[src/rtl/riscv_fetch_unit_if.sv]
// Fetch-unit bus bundle: imem request/response channels, redirect inputs from the data path and
// the instruction stream towards decode. The fetch unit uses the master modport.
interface riscv_fetch_unit_if #(
  parameter int unsigned XLEN = 32
);
  logic            imem_req_valid;
  logic            imem_req_ready;
  logic [XLEN-1:0] imem_req_addr;
  logic            imem_rsp_valid;
  logic [31:0]     imem_rsp_data;

  logic            jump;
  logic            beq;
  logic            bneq;
  logic            bge;
  logic            blt;
  logic [XLEN-1:0] jump_target;
  logic [XLEN-1:0] branch_target;

  logic            instr_valid;
  logic            instr_ready;
  logic [31:0]     instr_data;
  logic [XLEN-1:0] instr_pc;

  modport master (
    output imem_req_valid, imem_req_addr,
    input  imem_req_ready, imem_rsp_valid, imem_rsp_data,
    input  jump, beq, bneq, bge, blt, jump_target, branch_target,
    output instr_valid, instr_data, instr_pc,
    input  instr_ready
  );

  modport slave (
    input  imem_req_valid, imem_req_addr,
    output imem_req_ready, imem_rsp_valid, imem_rsp_data,
    output jump, beq, bneq, bge, blt, jump_target, branch_target,
    input  instr_valid, instr_data, instr_pc,
    output instr_ready
  );
endinterface

[src/rtl/riscv_fetch_unit.sv]
// Instruction-fetch front end: credit-limited sequential fetch, PC-tagged instruction FIFO and
// branch/jump redirect with discard of stale in-flight responses.
module riscv_fetch_unit #(
  parameter int unsigned    XLEN     = 32,
  parameter logic [XLEN-1:0] RESET_PC = '0,
  parameter int unsigned    DEPTH    = 4
) (
  input logic                clk,
  input logic                rst,
  riscv_fetch_unit_if.master bus
);

  localparam int unsigned CW = $clog2(DEPTH + 1);
  localparam int unsigned AW = $clog2(DEPTH);
  localparam int unsigned SW = CW + 2;

  logic [XLEN-1:0] fetch_pc_q, fetch_pc_d;
  logic [XLEN-1:0] head_pc_q, head_pc_d;
  logic [CW-1:0]   count_q, count_d;
  logic [CW-1:0]   outstanding_q, outstanding_d;
  logic [CW-1:0]   drop_cnt_q, drop_cnt_d;
  logic [AW-1:0]   rd_ptr_q, rd_ptr_d;
  logic [AW-1:0]   wr_ptr_q, wr_ptr_d;
  logic [31:0]     fifo_q [DEPTH];

  logic            redirect;
  logic [XLEN-1:0] target;
  logic [SW-1:0]   in_use;
  logic            has_credit;
  logic            req_valid;
  logic            req_fire;
  logic            rsp_drop;
  logic            rsp_push;
  logic            head_valid;
  logic            pop;

  assign redirect = bus.jump | bus.beq | bus.bneq | bus.bge | bus.blt;

  always_comb begin
    target       = bus.jump ? bus.jump_target : bus.branch_target;
    target[1:0]  = 2'b00;
  end

  // Stale responses still to be discarded occupy credit just like live ones.
  assign in_use     = SW'(count_q) + SW'(outstanding_q) + SW'(drop_cnt_q);
  assign has_credit = in_use < SW'(DEPTH);

  // Gated by reset so the request stays low while reset is held.
  assign req_valid  = rst & ~redirect & has_credit;
  assign req_fire   = req_valid & bus.imem_req_ready;

  assign rsp_drop   = bus.imem_rsp_valid & (drop_cnt_q != '0);
  assign rsp_push   = bus.imem_rsp_valid & (drop_cnt_q == '0) & ~redirect;

  assign head_valid = (count_q != '0) & ~redirect;
  assign pop        = head_valid & bus.instr_ready;

  assign bus.imem_req_valid = req_valid;
  assign bus.imem_req_addr  = fetch_pc_q;
  assign bus.instr_valid    = head_valid;
  assign bus.instr_data     = fifo_q[rd_ptr_q];
  assign bus.instr_pc       = head_pc_q;

  always_comb begin
    fetch_pc_d    = fetch_pc_q;
    head_pc_d     = head_pc_q;
    count_d       = count_q;
    outstanding_d = outstanding_q;
    drop_cnt_d    = drop_cnt_q;
    rd_ptr_d      = rd_ptr_q;
    wr_ptr_d      = wr_ptr_q;

    if (redirect) begin
      // Every in-flight request becomes stale; one may be retiring right now.
      fetch_pc_d    = target;
      head_pc_d     = target;
      count_d       = '0;
      rd_ptr_d      = '0;
      wr_ptr_d      = '0;
      outstanding_d = '0;
      drop_cnt_d    = drop_cnt_q + outstanding_q - CW'(bus.imem_rsp_valid);
    end else begin
      if (req_fire) begin
        fetch_pc_d    = fetch_pc_q + XLEN'(4);
        outstanding_d = outstanding_d + CW'(1);
      end
      if (rsp_drop) begin
        drop_cnt_d = drop_cnt_q - CW'(1);
      end
      if (rsp_push) begin
        outstanding_d = outstanding_d - CW'(1);
        count_d       = count_d + CW'(1);
        wr_ptr_d      = wr_ptr_q + AW'(1);
      end
      if (pop) begin
        head_pc_d = head_pc_q + XLEN'(4);
        count_d   = count_d - CW'(1);
        rd_ptr_d  = rd_ptr_q + AW'(1);
      end
    end
  end

  always_ff @(posedge clk or negedge rst) begin
    if (!rst) begin
      fetch_pc_q    <= RESET_PC;
      head_pc_q     <= RESET_PC;
      count_q       <= '0;
      outstanding_q <= '0;
      drop_cnt_q    <= '0;
      rd_ptr_q      <= '0;
      wr_ptr_q      <= '0;
    end else begin
      fetch_pc_q    <= fetch_pc_d;
      head_pc_q     <= head_pc_d;
      count_q       <= count_d;
      outstanding_q <= outstanding_d;
      drop_cnt_q    <= drop_cnt_d;
      rd_ptr_q      <= rd_ptr_d;
      wr_ptr_q      <= wr_ptr_d;
    end
  end

  // Storage needs no reset: occupancy alone decides what is visible.
  always_ff @(posedge clk) begin
    if (rsp_push) begin
      fifo_q[wr_ptr_q] <= bus.imem_rsp_data;
    end
  end

  a_no_overflow : assert property (@(posedge clk) disable iff (!rst)
    rsp_push |-> (count_q < CW'(DEPTH)));

  a_rsp_expected : assert property (@(posedge clk) disable iff (!rst)
    bus.imem_rsp_valid |-> ((outstanding_q != '0) || (drop_cnt_q != '0)));

endmodule

[src/flat_wrapper.sv]
// flat-port wrapper written by rule: the top's interface ports become plain ports
module riscv_fetch_unit_flat 
#(
  parameter int unsigned    XLEN     = 32,
  parameter logic [XLEN-1:0] RESET_PC = '0,
  parameter int unsigned    DEPTH    = 4
)
  (clk, rst, bus_imem_req_valid, bus_imem_req_addr, bus_imem_req_ready, bus_imem_rsp_valid, bus_imem_rsp_data, bus_jump, bus_beq, bus_bneq, bus_bge, bus_blt, bus_jump_target, bus_branch_target, bus_instr_valid, bus_instr_data, bus_instr_pc, bus_instr_ready);
  riscv_fetch_unit_if #(.XLEN(XLEN)) bus_i ();
  input logic clk;
  input logic rst;
  output wire logic [$bits(bus_i.imem_req_valid)-1:0] bus_imem_req_valid;
  output wire logic [$bits(bus_i.imem_req_addr)-1:0] bus_imem_req_addr;
  input wire logic [$bits(bus_i.imem_req_ready)-1:0] bus_imem_req_ready;
  input wire logic [$bits(bus_i.imem_rsp_valid)-1:0] bus_imem_rsp_valid;
  input wire logic [$bits(bus_i.imem_rsp_data)-1:0] bus_imem_rsp_data;
  input wire logic [$bits(bus_i.jump)-1:0] bus_jump;
  input wire logic [$bits(bus_i.beq)-1:0] bus_beq;
  input wire logic [$bits(bus_i.bneq)-1:0] bus_bneq;
  input wire logic [$bits(bus_i.bge)-1:0] bus_bge;
  input wire logic [$bits(bus_i.blt)-1:0] bus_blt;
  input wire logic [$bits(bus_i.jump_target)-1:0] bus_jump_target;
  input wire logic [$bits(bus_i.branch_target)-1:0] bus_branch_target;
  output wire logic [$bits(bus_i.instr_valid)-1:0] bus_instr_valid;
  output wire logic [$bits(bus_i.instr_data)-1:0] bus_instr_data;
  output wire logic [$bits(bus_i.instr_pc)-1:0] bus_instr_pc;
  input wire logic [$bits(bus_i.instr_ready)-1:0] bus_instr_ready;
  assign bus_imem_req_valid = bus_i.imem_req_valid;
  assign bus_imem_req_addr = bus_i.imem_req_addr;
  assign bus_i.imem_req_ready = bus_imem_req_ready;
  assign bus_i.imem_rsp_valid = bus_imem_rsp_valid;
  assign bus_i.imem_rsp_data = bus_imem_rsp_data;
  assign bus_i.jump = bus_jump;
  assign bus_i.beq = bus_beq;
  assign bus_i.bneq = bus_bneq;
  assign bus_i.bge = bus_bge;
  assign bus_i.blt = bus_blt;
  assign bus_i.jump_target = bus_jump_target;
  assign bus_i.branch_target = bus_branch_target;
  assign bus_instr_valid = bus_i.instr_valid;
  assign bus_instr_data = bus_i.instr_data;
  assign bus_instr_pc = bus_i.instr_pc;
  assign bus_i.instr_ready = bus_instr_ready;
  riscv_fetch_unit #(.XLEN(XLEN), .RESET_PC(RESET_PC), .DEPTH(DEPTH)) u_core (.clk(clk), .rst(rst), .bus(bus_i));
endmodule
[config.mk]
export PLATFORM = sky130hd
export DESIGN_NAME = riscv_fetch_unit_flat
export DESIGN_NICKNAME = d
export VERILOG_FILES = /design/src/rtl/riscv_fetch_unit_if.sv /design/src/rtl/riscv_fetch_unit.sv /design/src/flat_wrapper.sv
export SDC_FILE = /design/constraint.sdc
export NUM_CORES = 1
export LEC_CHECK = 0
export ABC_AREA = 1
export ABC_CLOCK_PERIOD_IN_PS = 2900
export BUFFER_PORTS_ARGS = -buffer_cell sky130_fd_sc_hd__buf_4
export CAP_MARGIN = 20
export CORE_AREA = 5 5 151 153
export DETAILED_ROUTE_END_ITERATION = 12
export DIE_AREA = 0 0 156 158
export GPL_TIMING_DRIVEN = 0
export HOLD_SLACK_MARGIN = 0.05
export PLACE_DENSITY = 0.78
export SLEW_MARGIN = 20
export SYNTH_ARGS = -nofsm -noshare
export SYNTH_HDL_FRONTEND = slang
export SYNTH_SLANG_ARGS = --single-unit
[constraint.sdc]
create_clock -name clk -period 2.9 [get_ports clk]
set_input_delay 0.145 -clock clk [delete_from_list [all_inputs] [get_ports clk]]
set_output_delay 0.145 -clock clk [all_outputs]
set_load 0.01 [all_outputs]
==> summary.md, run 1 <==
| Metric | Value |
|---|---|
| Hold Path Cell Cnt | 4 |
| # fillers | 1,744 |
| DP HPWL | 22,500 um |
| VDD IR max | 0.422 mV |
| Placer Congestion | 0.974 |
| Drt first pass iters | 5 |
| Core Region | 21,400 um^2 |
| CTS clock-pin slew for the worst setup and hold paths | 0.06 ns |
| Share of cells above drive strength 1 | 21.0% |
| Slowest-stage cell, CP | dfrtp_2 |
| Design Power | 6.96 mW |
| CTS buffer count | 22 |
| Total number of vias | 9,646 |
| Drt initial violations | 798 |
| Post-synthesis area per instance | 8.72 um^2 |
| Final hold slack | 0.0807 ns |
| Crit-path max FO | 5 |
| Leakage | 5.78 nW |
| RSZ-0062 raised after global routing | true |
| Post-synth EDFFs | 128 |
| Worst setup SP type | flip-flop |
| Max Clock Skew | 0.0152 ns |
| GRT Total Usage | 25.2% |
| Maximum number of pins on one net before global-route repair | 76 |
| Avg Vias per Cell | 5.44 |
| CTS tree | done |
| H-Tree Depth | 1 |
| Max-slew violations | 0 |
| Yosys reg bits | 201 |
| Overflow after GRT | 0 |
| Power Density | 510 nW/um^2 |
| I/O pin cnt | 204 |
| Peak Freq | 351 MHz |
| Ys async rst share | 36.3% |
| Cell count after synthesis | 1,215 |
| Post-route ant nets | 0 |
| Clk sinks | 201 |
| Setup-failing EPs final | 0 |
| Max-cap violations | 0 |
| Initial antenna violation count | 0 |
| Avg WL per Cell | 17.9 um |
| NumNets Final | 1,610 |
| DRC | 0 |
| Final Cycle Share | 98.2% |
| Die area | 24,600 um^2 |
| First-pass GRT wire length | 49,100 um |
| CP Cell Sequence | ha_4 > fa_2 > xor2_1 > ha_1 > nand3b_1 > nor2_2 > nand3_4 > nand2_1 > o21ai_2 > inv_1 > ha_2 > nand2_2 > xor2_2 > o21bai_1 > a21oi_1 |
| R2R cell count | 15 |
| Top_reg_cell synth | edfxtp_1 |
| Placed cells | 1,696 |
| Fin crit period | 2.85 ns |
| Final hold violation count | 0 |
| P&R area growth vs syn | 28.8% |
| Clk buf depth | 3 |
| Rel. slew slack | 50.8% |
| Synth Cell Area | 10,600 um^2 |
| Crit path required time | 3.33 ns |
| CP max stage delay | 0.45 ns |
| CP arrival | 3.27 ns |
| Worst skew pair latency | 0.52 ns |
| HP Class | primary input to flip-flop |
| Final wirelength | 31,700 um |
| Root Buffer | clkbuf_16 |
| Crit path capture type | flip-flop |
| Initial Util | 49.5% |
| Antenna Cells | 0 |
| Status | completed |
| Synth cell types | 39 |
| Finished Layout Cells | 1,774 |
| Port bufs | 194 |
| Commonest non-fill, non-tap cell in the layout | nand2_1 |
| Standard-cell rows | 54 |
| Vias in the first global route | 9,320 |
| Tightest Pin Transition | 0.738 ns |
| Synth warn | 0 |
| Setup CP Type | flip-flop to flip-flop |
| Die height | 158 um |
| Most frequent cells in the layout | nand2_1 (273), nor2_1 (237), buf_4 (206) |
| Die width | 156 um |
| Sequential-to-total area share from yosys stat | 53.5% |
| Reg2Reg Setup Slack | 0.05 ns |
[flip-flops by register name (all words and copies together), names as in the netlist]
signal                    cells
u_core.bus.instr_pc          30
u_core.fifo_q               128
u_core.drop_cnt_q             3
u_core.bus.imem_req_addr     30
u_core.outstanding_q          3
u_core.count_q                3
u_core.rd_ptr_q               2
u_core.wr_ptr_q               2
[timing repair]
item                                    in CTS  in global routing
buffers inserted                             2                  4
resized for setup                            8                  5
pin swaps                                    4                  3
endpoints found under the hold margin      202                  0
hold buffers                                35                  0
endpoints found under the setup margin       3                  2
[cell type report]
class	count	area (um^2)	area share [%]
clock buffers	26	566	4.14
plain buffers	49	235	1.72
clock inverters	11	101	0.743
inverters	96	360	2.64
flip-flops and latches	201	5670	41.6
well taps	280	350	2.57
multi-input cells	872	4420	32.4
repair buffers	239	1940	14.2
[synth_stat cells (7+ instances only)]
cell type / count / share of area [%]
a21oi_1: 46 / 2.2
ha_1: 21 / 2.5
nand2_1: 274 / 9.7
mux2_2: 28 / 3.0
xor2_1: 17 / 1.4
a31oi_1: 13 / 0.77
edfxtp_1: 128 / 36
o22ai_1: 32 / 1.9
clkbuf_1: 26 / 0.92
nor2_1: 242 / 8.6
buf_2: 14 / 0.66
o21ai_0: 110 / 5.2
inv_1: 93 / 3.3
nand3_1: 25 / 1.2
dfrtp_1: 73 / 17
nor3_1: 7 / 0.33
buf_4: 7 / 0.50
nand3b_1: 17 / 1.2
[where the power goes]
part           switching [mW]  leakage (nW)  total [mW]  internal [mW]
combinational           0.532          3.44        1.01          0.476
sequential              0.169          2.03        3.33           3.16
clock                    1.14         0.306        2.63           1.48
total                    1.84          5.78        6.96           5.12
[worst max-delay path: cells and delay by family (launching register included)]
family / cells / cell delay [ns]
AOI/OAI and AO/OA: 3 / 0.36
xor gates and xnor gates: 2 / 0.30
adders and majority gates: 4 / 0.96
buffers and inverters: 1 / 0.06
DFF: 1 / 0.45
and+or+nand+nor: 5 / 0.62
[metal layers]
layer	global-route usage [%]	share of wire, %	vias to the layer above	wire, um
li1	-	-	4586	-
met1	33.0	40	4527	12700
met2	41.6	47	462	15000
met3	5.25	9.2	71	2900
met4	9.34	3.2	0	1020
met5	0	0	-	0
[cells by family after synthesis]
logic type / count (synthesis) / share of synthesized area [%]
other cells: 1 / 0.0354
compound gates: 215 / 11.0
flops: 201 / 53.5
simple gates: 583 / 22.4
buf+inv: 145 / 5.62
mux: 28 / 2.98
xor+xnor: 19 / 1.57
fa+ha+maj: 23 / 2.86
[path summary, 6_finish.rpt]
| check | startpoint | endpoint |
|---|---|---|
| worst max-delay path | u_core.count_q[0]$_DFF_PN0_ | u_core.outstanding_q[2]$_DFF_PN0_ |
| min in group asynchronous | rst | u_core.bus.imem_req_addr[10]$_DFFE_PN0P_ |
| max in group asynchronous | rst | u_core.count_q[0]$_DFF_PN0_ |
| worst min register to register | u_core.drop_cnt_q[1]$_DFFE_PN0P_ | u_core.drop_cnt_q[1]$_DFFE_PN0P_ |
| worst max register to register | u_core.count_q[0]$_DFF_PN0_ | u_core.outstanding_q[2]$_DFF_PN0_ |
| worst min-delay path | bus_imem_rsp_valid | u_core.drop_cnt_q[2]$_DFFE_PN0P_ |
[through the flow]
stage / util [%] / TNS (ns) / setup slack (ns) / instance area (um^2)
finish: 63.7 / 0 / 0.0526 / 13600
global route: 63.7 / -0.0479 / -0.0479 / 13600
CTS: 63.4 / 0 / 0.0204 / 13600
detailed placement: 58.5 / -0.313 / -0.295 / 12500
global placement: 58.0 / -126.77 / -1.10 / 12400
floorplan: - / 0 / 0.0270 / 10600
No activity file was read; power rests on OpenSTA's default activity.
==> run 2, diff against run 1 <==
- CTS_BUF_LIST: unset -> sky130_fd_sc_hd__clkbuf_16
==> run 2 against run 1 <==
Via count rose by 0.29%. Clock power barely moved. Global-route usage did not move. Non-clock buffer count did not move. Total power fell by 0.25%. Setup slack improved by 0.00089 ns. Register-to-register slack barely moved. Sequential share of layout area did not move. Maximum frequency barely moved. Hold slack got worse by 0.0028 ns. Sequential power barely moved. Wire length rose by 0.19%. Critical endpoint unchanged. Largest cell class unchanged.
==> summary.md, run 2 (synthesized netlist as in run 1, its figures left out) <==
| Metric | Value |
|---|---|
| Status | completed |
| Design Power | 6.95 mW (-0.25%) |
| Top cell family by delay on the critical path | adder cells |
| Drt initial violations | 772 (-3.3%) |
| Leakage | 5.79 nW (+0.29%) |
| Peak Freq | 351 MHz (about the same) |
| Max-slew violations | 0 (unchanged) |
| Total number of vias | 9,674 (+0.29%) |
| Post-route setup TNS | 0 ns (unchanged) |
| Area occupied by registers | 5670 um^2 (unchanged) |
| Final Core Density | 63.7% (unchanged) |
| Initial antenna violation count | 0 (unchanged) |
| RSZ-0062 raised after global routing | true |
| R2R cell count | 15 (unchanged) |
| Setup CP Type | flip-flop to flip-flop |
| Setup crit start | u_core.count_q[0]$_DFF_PN0_ |
| Setup-failing EPs final | 0 (unchanged) |
| Avg WL per Cell | 17.9 um (+0.19%) |
| Critical Path End | u_core.outstanding_q[2]$_DFF_PN0_ |
| Final hold slack | 0.0779 ns (-0.00281 ns) |
| DRC | 0 (unchanged) |
| CP arrival | 3.27 ns (about the same) |
| Tightest Pin Transition | 0.739 ns (+0.000981 ns) |
| P&R area growth vs syn | 28.8% (unchanged) |
| Crit path required time | 3.33 ns (about the same) |
| First-pass GRT wire length | 49,100 um (unchanged) |
| Rel. slew slack | 50.8% (-0.065 points) |
| Post-route ant nets | 0 (unchanged) |
| Share of cells above drive strength 1 | 21.0% (unchanged) |
| Clk buf depth | 3 (unchanged) |
| Crit path capture type | flip-flop |
| Die height | 158 um (unchanged) |
| Worst setup SP type | flip-flop |
| CTS clock-pin slew for the worst setup and hold paths | 0.06 ns (about the same) |
| Setup ws final | 0.0535 ns (+0.000886 ns) |
| HP Class | primary input to flip-flop |
| Slowest-stage cell, CP | dfrtp_2 |
| VDD IR max | 0.420 mV (-0.43%) |
| Buffers plus inverters on the worst setup path | 1 (unchanged) |
| # fillers | 1,744 (unchanged) |
| Root Buffer | clkbuf_16 |
| Avg Vias per Cell | 5.45 (+0.29%) |
| CTS buffer count | 22 (unchanged) |
| Final Cycle Share | 98.2% (about the same) |
| CP max stage delay | 0.45 ns (about the same) |
| Most frequent cells in the layout | nand2_1 (273), nor2_1 (237), buf_4 (206) |
| Levels on crit path | 15 (unchanged) |
| Final hold violation count | 0 (unchanged) |
| Maximum number of pins on one net before global-route repair | 76 (unchanged) |
| Port bufs | 194 (unchanged) |
| Fin crit period | 2.85 ns (-0.000886 ns) |
| Die width | 156 um (unchanged) |
| Footprint of the multi-input gates | 4420 um^2 (unchanged) |
| Internal power | 5.11 mW (-0.28%) |
| Max-cap violations | 0 (unchanged) |
| Placer Congestion | 0.974 (unchanged) |
| Max Clock Skew | 0.0145 ns (-0.000711 ns) |
| Crit-path max FO | 5 (unchanged) |
| Standard-cell rows | 54 (unchanged) |
| RR Endpoint | u_core.outstanding_q[2]$_DFF_PN0_ |
| Sw power | 1.84 mW (-0.14%) |
| Clock power frac | 37.6% (about the same) |
| Initial Util | 49.5% (unchanged) |
| CP Cell Sequence | ha_4 > fa_2 > xor2_1 > ha_1 > nand3b_1 > nor2_2 > nand3_4 > nand2_1 > o21ai_2 > inv_1 > ha_2 > nand2_2 > xor2_2 > o21bai_1 > a21oi_1 |
| Largest register by flop count | u_core.fifo_q |
| Overflow after GRT | 0 (unchanged) |
| GRT Total Usage | 25.2% (unchanged) |
| H-Tree Depth | 1 (unchanged) |
| Place WS | -0.295 ns (unchanged) |
| Worst skew pair latency | 0.52 ns (about the same) |
| Combinational power share | 14.5% (about the same) |
| CTS tree | done |
| Antenna Cells | 0 (unchanged) |
| DP HPWL | 22,500 um (unchanged) |
| Drt first pass iters | 6 (+1) |
| Worst r2r src | u_core.count_q[0]$_DFF_PN0_ |
| Switching part of the total | 26.5% (+0.027 points) |
| Power Density | 509 nW/um^2 (-0.25%) |
| Seq pwr share | 47.9% (about the same) |
| Commonest non-fill, non-tap cell in the layout | nand2_1 |
| Final wirelength | 31,800 um (+0.19%) |
| Vias in the first global route | 9,321 (+0.011%) |
| Core Region | 21,400 um^2 (unchanged) |
| Number of flip-flops under the largest register name | 128 (unchanged) |
| Clk sinks | 201 (unchanged) |
| NumNets Final | 1,610 (unchanged) |
| I/O pin cnt | 204 (unchanged) |
| Die area | 24,600 um^2 (unchanged) |
| Reg2Reg Setup Slack | 0.05 ns (about the same) |
==> run 2: cell count changes in the layout (fill, tap and decap cells not counted), sizes merged <==
| cell | before | now |
|---|---|---|
| inv | 96 | 100 |
| clkbuf | 52 | 48 |
==> run 2: how the worst min path moves through the flow <==
stage | from | endpoint | slack, ns | cells after the start
4_1_cts | bus_imem_req_ready | u_core.outstanding_q[1]$_DFF_PN0_ | 0.06 | 5
3_3_place_gp | bus_imem_rsp_data[0] | u_core.fifo_q[3][0]$_DFFE_PP_ | 0.35 | 1
6_report | bus_imem_rsp_valid | u_core.drop_cnt_q[2]$_DFFE_PN0P_ | 0.08 | 4
2_1_floorplan | rst | u_core.bus.imem_req_addr[10]$_DFFE_PN0P_ | -0.15 | 0
3_5_place_dp | bus_imem_rsp_data[0] | u_core.fifo_q[0][0]$_DFFE_PP_ | 0.35 | 1
5_1_grt | bus_branch_target[7] | u_core.bus.instr_pc[7]$_DFFE_PN0P_ | 0.09 | 4
==> run 2: area by class of cell <==
type | count | share of cell area [%]
sequential | 201 | 41.6
multi-input combinational | 872 | 32.4
timing repair buffer | 239 | 14.2
clock buffer | 22 | 4.03
inverter | 96 | 2.64
tap | 280 | 2.57
buffer | 49 | 1.72
clock inverter | 15 | 0.853
==> run 2: repair_timing <==
action,4_1_cts,5_1_grt
setup buffers,2,4
setup endpoints to repair,3,2
hold buffers,35,0
hold endpoints to repair,202,0
resized for setup,8,5
cloned,0,0
pin swaps,4,3
==> run 2: routing by layer <==
layer	vias up	routed length (um)	share of wire [%]	global-route usage (%)
li1	4587	-	-	-
met1	4532	12700	40	33.0
met2	480	15000	47	41.6
met3	75	3000	9.5	5.25
met4	0	1020	3.2	9.34
met5	-	0	0	0
==> run 2: per-stage QoR <==
stage | instance area, um^2 | std cells
floorplan | 10600 | 1218
global placement | 12400 | 1692
detailed placement | 12500 | 1696
CTS | 13600 | 1770
global route | 13600 | 1774
finish | 13600 | 1774
==> run 2: tightest hold or removal path: cells and delay by family <==
kind / cells / cell delay [ns]
and+or+nand+nor: 1 / 0.06
buffers and inverters: 1 / 0.11
AOI/OAI and AO/OA: 2 / 0.23
==> run 2: power groups by stage <==
stage          clock network, mW  logic (mW)  registers [mW]
2_1_floorplan                  0       0.489            3.37
3_3_place_gp                   0       0.928            3.38
3_5_place_dp                   0       0.952            3.38
6_report                    2.61        1.01            3.33
5_1_grt                     2.76        1.12            3.34
4_1_cts                     2.63        1.00            3.32
